File: config.mk
export PLATFORM = sky130hd
export DESIGN_NAME = stream_mux_8
export DESIGN_NICKNAME = d
export VERILOG_FILES = /design/src/rtl/stream_mux_pkg.sv /design/src/rtl/rr_arbiter_8.sv /design/src/rtl/stream_mux_8.sv
export SDC_FILE = /design/constraint.sdc
export NUM_CORES = 1
export LEC_CHECK = 0
export CAP_MARGIN = 20
export CELL_PAD_IN_SITES_DETAIL_PLACEMENT = 1
export CELL_PAD_IN_SITES_GLOBAL_PLACEMENT = 1
export CORE_UTILIZATION = 30
export CTS_BUF_LIST = sky130_fd_sc_hd__clkbuf_16
export DETAILED_ROUTE_END_ITERATION = 12
export PLACE_DENSITY_LB_ADDON = 0.1
export REMOVE_ABC_BUFFERS = 1
export SETUP_SLACK_MARGIN = 0.15
export SLEW_MARGIN = 10
export SYNTH_ARGS = -nofsm -noshare
export SYNTH_HDL_FRONTEND = slang
export SYNTH_SLANG_ARGS = --single-unit
export TNS_END_PERCENT = 30
File: constraint.sdc
create_clock -name clk_i -period 8.3 [get_ports clk_i]
set_clock_uncertainty 0.15 [all_clocks]
set_input_delay 1.245 -clock clk_i [delete_from_list [all_inputs] [get_ports clk_i]]
set_output_delay 1.245 -clock clk_i [all_outputs]
set_load 0.005 [all_outputs]
File: src/rtl/stream_mux_pkg.sv
// Shared types and sizes for the 8-to-1 packet stream multiplexer.
// Imported by the arbiter and the top level.
package stream_mux_pkg;

    localparam int CH_NUM    = 8;
    localparam int SEL_WIDTH = 3;

    typedef enum logic {
        IDLE   = 1'b0,
        LOCKED = 1'b1
    } state_t;

endpackage

File: src/rtl/rr_arbiter_8.sv
// Combinational round-robin pick among eight requesters.
// Search starts at ptr+1 and wraps, so ptr itself has lowest priority.
module rr_arbiter_8
    import stream_mux_pkg::*;
(
    input  logic [CH_NUM-1:0]    req,
    input  logic [SEL_WIDTH-1:0] ptr,
    output logic                 any_req,
    output logic [SEL_WIDTH-1:0] winner
);

    logic                 found;
    logic [SEL_WIDTH-1:0] idx;

    // first set request bit after ptr, wrapping modulo 8
    always_comb begin
        any_req = |req;
        winner  = '0;
        found   = 1'b0;
        idx     = '0;
        for (int i = 1; i <= CH_NUM; i++) begin
            idx = ptr + SEL_WIDTH'(i);
            if (!found && req[idx]) begin
                winner = idx;
                found  = 1'b1;
            end
        end
    end

endmodule

File: src/rtl/stream_mux_8.sv
// Eight-source packet stream mux: round-robin grant locked per packet,
// one registered output stage carrying the source channel index.
module stream_mux_8
    import stream_mux_pkg::*;
#(
    parameter int DATA_WIDTH = 8
) (
    input  logic                         clk_i,
    input  logic                         rst_i,
    input  logic [CH_NUM*DATA_WIDTH-1:0] in_data_i,
    input  logic [CH_NUM-1:0]            in_valid_i,
    input  logic [CH_NUM-1:0]            in_last_i,
    output logic [CH_NUM-1:0]            in_ready_o,
    output logic [DATA_WIDTH-1:0]        out_data_o,
    output logic                         out_last_o,
    output logic [SEL_WIDTH-1:0]         out_sel_o,
    output logic                         out_valid_o,
    input  logic                         out_ready_i
);

    state_t                state;
    state_t                state_nxt;
    logic [SEL_WIDTH-1:0]  grant;
    logic [SEL_WIDTH-1:0]  ptr;
    logic [SEL_WIDTH-1:0]  winner;
    logic                  any_req;
    logic                  load_en;
    logic                  xfer;
    logic                  sel_valid;
    logic                  sel_last;
    logic [DATA_WIDTH-1:0] sel_data;

    rr_arbiter_8 u_arb (
        .req     (in_valid_i),
        .ptr     (ptr),
        .any_req (any_req),
        .winner  (winner)
    );

    assign load_en   = !out_valid_o | out_ready_i;
    assign sel_valid = in_valid_i[grant];
    assign sel_last  = in_last_i[grant];
    assign sel_data  = in_data_i[grant*DATA_WIDTH +: DATA_WIDTH];

    // state register
    always_ff @(posedge clk_i or posedge rst_i) begin
        if (rst_i) begin
            state <= IDLE;
        end else begin
            state <= state_nxt;
        end
    end

    // next state, accept towards the granted source, beat transfer
    always_comb begin
        state_nxt  = state;
        in_ready_o = '0;
        xfer       = 1'b0;
        unique case (state)
            IDLE: begin
                if (any_req) begin
                    state_nxt = LOCKED;
                end
            end
            LOCKED: begin
                in_ready_o[grant] = load_en;
                xfer = load_en & sel_valid;
                if (xfer && sel_last) begin
                    state_nxt = IDLE;
                end
            end
            default: state_nxt = IDLE;
        endcase
    end

    // grant capture in IDLE, pointer moves to the channel just finished
    always_ff @(posedge clk_i or posedge rst_i) begin
        if (rst_i) begin
            grant <= '0;
            ptr   <= '1;
        end else begin
            if (state == IDLE && any_req) begin
                grant <= winner;
            end
            if (xfer && sel_last) begin
                ptr <= grant;
            end
        end
    end

    // output register: load on accept, drop valid once drained
    always_ff @(posedge clk_i or posedge rst_i) begin
        if (rst_i) begin
            out_valid_o <= 1'b0;
            out_data_o  <= '0;
            out_last_o  <= 1'b0;
            out_sel_o   <= '0;
        end else if (xfer) begin
            out_valid_o <= 1'b1;
            out_data_o  <= sel_data;
            out_last_o  <= sel_last;
            out_sel_o   <= grant;
        end else if (load_en) begin
            out_valid_o <= 1'b0;
        end
    end

endmodule

**Word-level counts from Yosys, hierarchy flattened**

Cells that the tools add are included.

- Add/subtract/negate cells: 7
- $mul: 0
- Divide/modulo/power cells: 0
- Order comparisons: 10
- Equality and inequality tests: 0
- Shift operators: 1
- Muxes and demuxes: 44
- Bitwise logic cells: 4
- Reductions and logical operators: 21

Operators by type and width:

| cell | number |
|---|---|
| indexed part select 64 x 7 -> 8 bit | 1 |
| < comparator 3 x 4 -> 1 bit, second input constant | 9 |
| binary-select mux 1 bit (select 3 bit) | 10 |
| two-way mux 3 bit | 8 |
| two-way mux 1 bit | 23 |
| adder 3 bit, second input constant | 4 |
| logical AND 1 bit | 11 |
| AND 8 bit | 1 |
| logical NOT 1 bit | 8 |
| two-way mux 8 bit | 1 |
| OR reduction 8 bit | 1 |
| adder 3 x 2 -> 3 bit, second input constant | 2 |
| adder 3 x 1 -> 3 bit, second input constant | 1 |
| demux 1 bit (select 3 bit) | 1 |
| greater-or-equal comparator 3 x 1 -> 1 bit, second input constant | 1 |
| case mux 1 bit (2 select lines) | 1 |
| nonzero test 2 bit | 1 |
| AND 1 bit | 1 |
| NOT 1 bit | 1 |
| OR 1 bit | 1 |

- Bits in registers: 20
- Bits in latches: 0
- RAM bits: 0
- Memory bits (read-only): 0
- Bits of input ports: 83
- Output and inout port bits: 21
- Word-level logic and storage cells: 94
- Memories: 0

**Logic depth before layout (Yosys ltp)**

- Depth in word-level cells: 25
- Mapped depth: 12
- Gate-level depth less buffers: 8

**Modules after synthesis**

From an unflattened synthesis, not the netlist that was laid out.

- Cells, all modules: 212
- Area total of the unflattened synthesis: 2487.4 µm²

By module, submodules not included:

| module | times used | cells each | area each (µm²) | seq. area each (µm²) |
|---|---|---|---|---|
| stream_mux_8 | 1 | 110 | 1591.5 | 504.2 |
| rr_arbiter_8 | 1 | 102 | 895.9 | 0.0 |

**Worst setup path after synthesis**

No wires, ideal clock.

- Path type: input-to-output
- From: input out_ready_i
- To: output in_ready_o[0]
- Data arrival time: 1894 ps
- Required time: 6905 ps
- Slack: 5011 ps
- Cell stages on the path: 4
- Path buffers: 0
- Cell sequence: nand2b_1 -> nand2_1 -> or2_2 -> nor3_1

- Word-level cells in the longest chain between the ends: 3

RTL lines:

| what | RTL line | source |
|---|---|---|
| from (decl) | stream_mux_8.sv:18 | `input logic out_ready_i` |
| OR 1 bit | stream_mux_8.sv:40 | `assign load_en = !out_valid_o \| out_ready_i;` |
| AND 8 bit (no line) | -- |  |
| two-way mux 8 bit | stream_mux_8.sv:59 | `unique case (state)` |
| to (decl) | stream_mux_8.sv:13 | `output logic [CH_NUM-1:0] in_ready_o,` |

No other way between the ends.

**Worst setup path in the final report**

Ends and elaborated chain as after synthesis.

==> flow_summary.ini <==
[power_and_ir_drop]
switching_share_pct = 44.71
power_density_mw_per_mm2 = 369.7
power_leakage_nw = 1.390
p_switching_w = 0.0006034
peakVddDrop_mv = 0.2471
power_w = 0.001350
pwr-share-comb_pct = 75.4
p_int_w = 0.0007463
p_clk_share_pct = 7.3
seq_power_share_pct = 17.3

[logic_synthesis]
synth-compound-area-share_pct = 14.16
synth_enable_flop_cells = 0
yosysWarningCount = 0
synth_top_area_share_pct = 24.23
seq_area_frac_synth_pct = 20.09
synth_async_sr_flop_share_pct = 100.0
netlist_area_mm2 = 0.002510
yosysTopAreaCell = mux4_2
synthTopCellsByArea = mux4_2 (24%), dfrtp_1 (17%), mux2i_1 (8.4%)
ys_ff_latch = 20
syn_area_per_cell_um2 = 9.766
synth-xor-area-share_pct = 1.396
synth_fa_ha_area_share_pct = 0.9970
synth_flop_cell = dfrtp_1
synth_mux_area_share_pct = 42.32
synth_top_family_by_area = multiplexers
netlist_instances = 257
yosys.area_share.simple_pct = 14.66
synth.distinct_cells = 51

[timing]
report.final.slew_viol_count = 0
max-slew-margin-rel_pct = 46.88
rsz0062_at_grt = false
worst_slew_pin_slew_ns = 0.7959
finalSetupViolCount = 0
tns_ns = 0
period_minus_slack_ns = 4.316
max_freq_mhz = 231.7
period_share_pct = 52.00
hold_viol_final = 0

[job]
drv_cap = 0

[cts]
clk_path_buf_depth = 2
cts_resized = 0
cts_buffers = 3
cts_max_level = 1
holdBufCountCts = 0
clock_latency_ns = 0.25
root_buffer = clkbuf_16
cts.sinks = 20
cts_setup_buffers = 0
cts_tree = done
clk_pin_slew_worst_paths_ns = 0.05

[global_route]
antenna_found_initial = 0
grt-ovfl-total = 0
grt_usage_pct = 19.16
grt_pass1_wl_mm = 13.07
grt_max_degree = 34
grt_pass1_vias = 2585

[routing]
drc = 0
route.vias.total = 2450
drtPass1Iterations = 4
finalWirelength_mm = 8.164
post_drt_wl_per_cell_um = 18.43
final_antenna_net_count = 0
drt_iter0_drc = 89
vias_per_cell = 5.530

[setup_path]
r2r_end = grant[0]
worst_ep_required_time_ns = 6.90
cp-start-kind = input port
r2r_cells = 8
rrSetupSlack_ns = 4.52
critPathKind = in2out
arrival_ns = 2.92
critPathCaptureType = primary output
crit_fanout = 4
rr_startpoint = ptr[0]

[floorplanning]
die_area_mm2 = 0.008736
initial_core_util_pct = 31.66
row_count = 32
ios = 104
coreArea_mm2 = 0.007928
fp.dieW_um = 93.47
die_h_um = 93.47

[min_path]
hold_path_class = reg2reg
hold_depth = 1
hold-path-endpoint = out_last_o
worst_hold_startpoint = out_last_o

[finish]
layout_commonest_cell = clkdlybuf4s50_1
nets = 427
final_core_util_pct = 46.05
antenna_cells = 0
nFillCells = 914
drive_gt1_share_pct = 17.01
syn2layout_area_growth_pct = 45.46
final_cell_mix = clkdlybuf4s50_1 (103), mux4_2 (27), nor2_1 (27)

[placement]
place_congestion = 0.8180
dp_hpwl_mm = 6.400
port_buffers = 103

[run_status]
run_status = finished clean
## cell usage after synthesis, drive strengths merged (2+ instances only)
library cell / count
o31ai: 3
a21oi: 13
ha: 2
clkbuf: 17
inv: 9
o22ai: 2
a211oi: 2
a21o: 2
a31oi: 3
nand3: 4
nor4: 5
or2: 3
mux2i: 22
nand4: 2
a22o: 5
o2bb2ai: 2
mux4: 28
o211ai: 4
nor4b: 2
mux2: 17
nor2b: 2
buf: 10
nand2b: 6
dfstp: 3
xnor2: 2
dfrtp: 17
nor3: 5
nor2: 27
a221oi: 2
nand2: 16
xor2: 2
o21ai: 8
## power by group through the flow
stage	combinational, W	sequential [W]	clock (W)
2_1_floorplan	0.000664	0.000269	0
3_3_place_gp	0.00101	0.000236	0
3_5_place_dp	0.00103	0.000236	0
4_1_cts	0.00103	0.000235	0.000103
5_1_grt	0.00113	0.000245	0.000107
6_report	0.00102	0.000233	0.0000991
## flip-flops by register name, summed over array words and instances (netlist names)
register / cells
out_sel_o: 3
out_last_o: 1
ptr: 3
grant: 3
out_valid_o: 1
state: 1
out_data_o: 8
## per-layer routing
layer / GRT usage [%] / part of all wire [%] / up-vias
met2: 36.03 / 55 / 48
met4: 4.103 / 1.5 / 0
met5: 0 / 0 / -
met3: 3.008 / 3.4 / 8
met1: 22.77 / 40 / 1240
li1: - / - / 1154
## how the worst max path moves through the flow
stage | start | cells after the start | to
after CTS | out_ready_i | 6 | in_ready_o[0]
after global placement | out_ready_i | 6 | in_ready_o[0]
after floorplan | ptr[0] | 8 | grant[0]
after detailed placement | out_ready_i | 6 | in_ready_o[0]
after global routing | out_ready_i | 6 | in_ready_o[0]
final | out_ready_i | 6 | in_ready_o[0]
## critical path, stage by stage
cell,delay (ns)
clkdlybuf4s50_1,0.44
nand2b_1,0.14
nand2_1,0.08
or2_2,0.32
nor3_1,0.16
clkdlybuf4s50_1,0.53
## layout make-up
type                    count  area (um^2)  share of cell area [%]
flip-flops and latches     20        504.2                   13.81
repair buffers            107         1061                   29.06
clock buffers               3        75.07                   2.056
inverters                   9        33.78                  0.9253
clock inverters             1        3.754                  0.1028
well taps                 102        127.6                   3.496
multi-input cells         201         1846                   50.55
## per-stage QoR
step	area (um^2)	hold slack, ns	setup WS (ns)	std cells
2_1_floorplan	2384	0.3241	4.966	230
3_3_place_gp	3572	0.3113	4.026	439
3_5_place_dp	3572	0.3281	3.981	439
4_1_cts	3651	0.3459	3.979	443
5_1_grt	3651	0.3560	3.911	443
6_report	3651	0.3416	3.984	443
## cell families (layout without fill, tap and decap cells)
logic type	count (synthesis)	count (layout)
AOI/OAI and AO/OA	52	52
xor gates and xnor gates	4	4
adders and majority gates	2	2
buffers and inverters	36	120
DFF	20	20
muxes	67	67
and+or+nand+nor	76	76
Note: power is estimated with default switching activity, not from simulation.
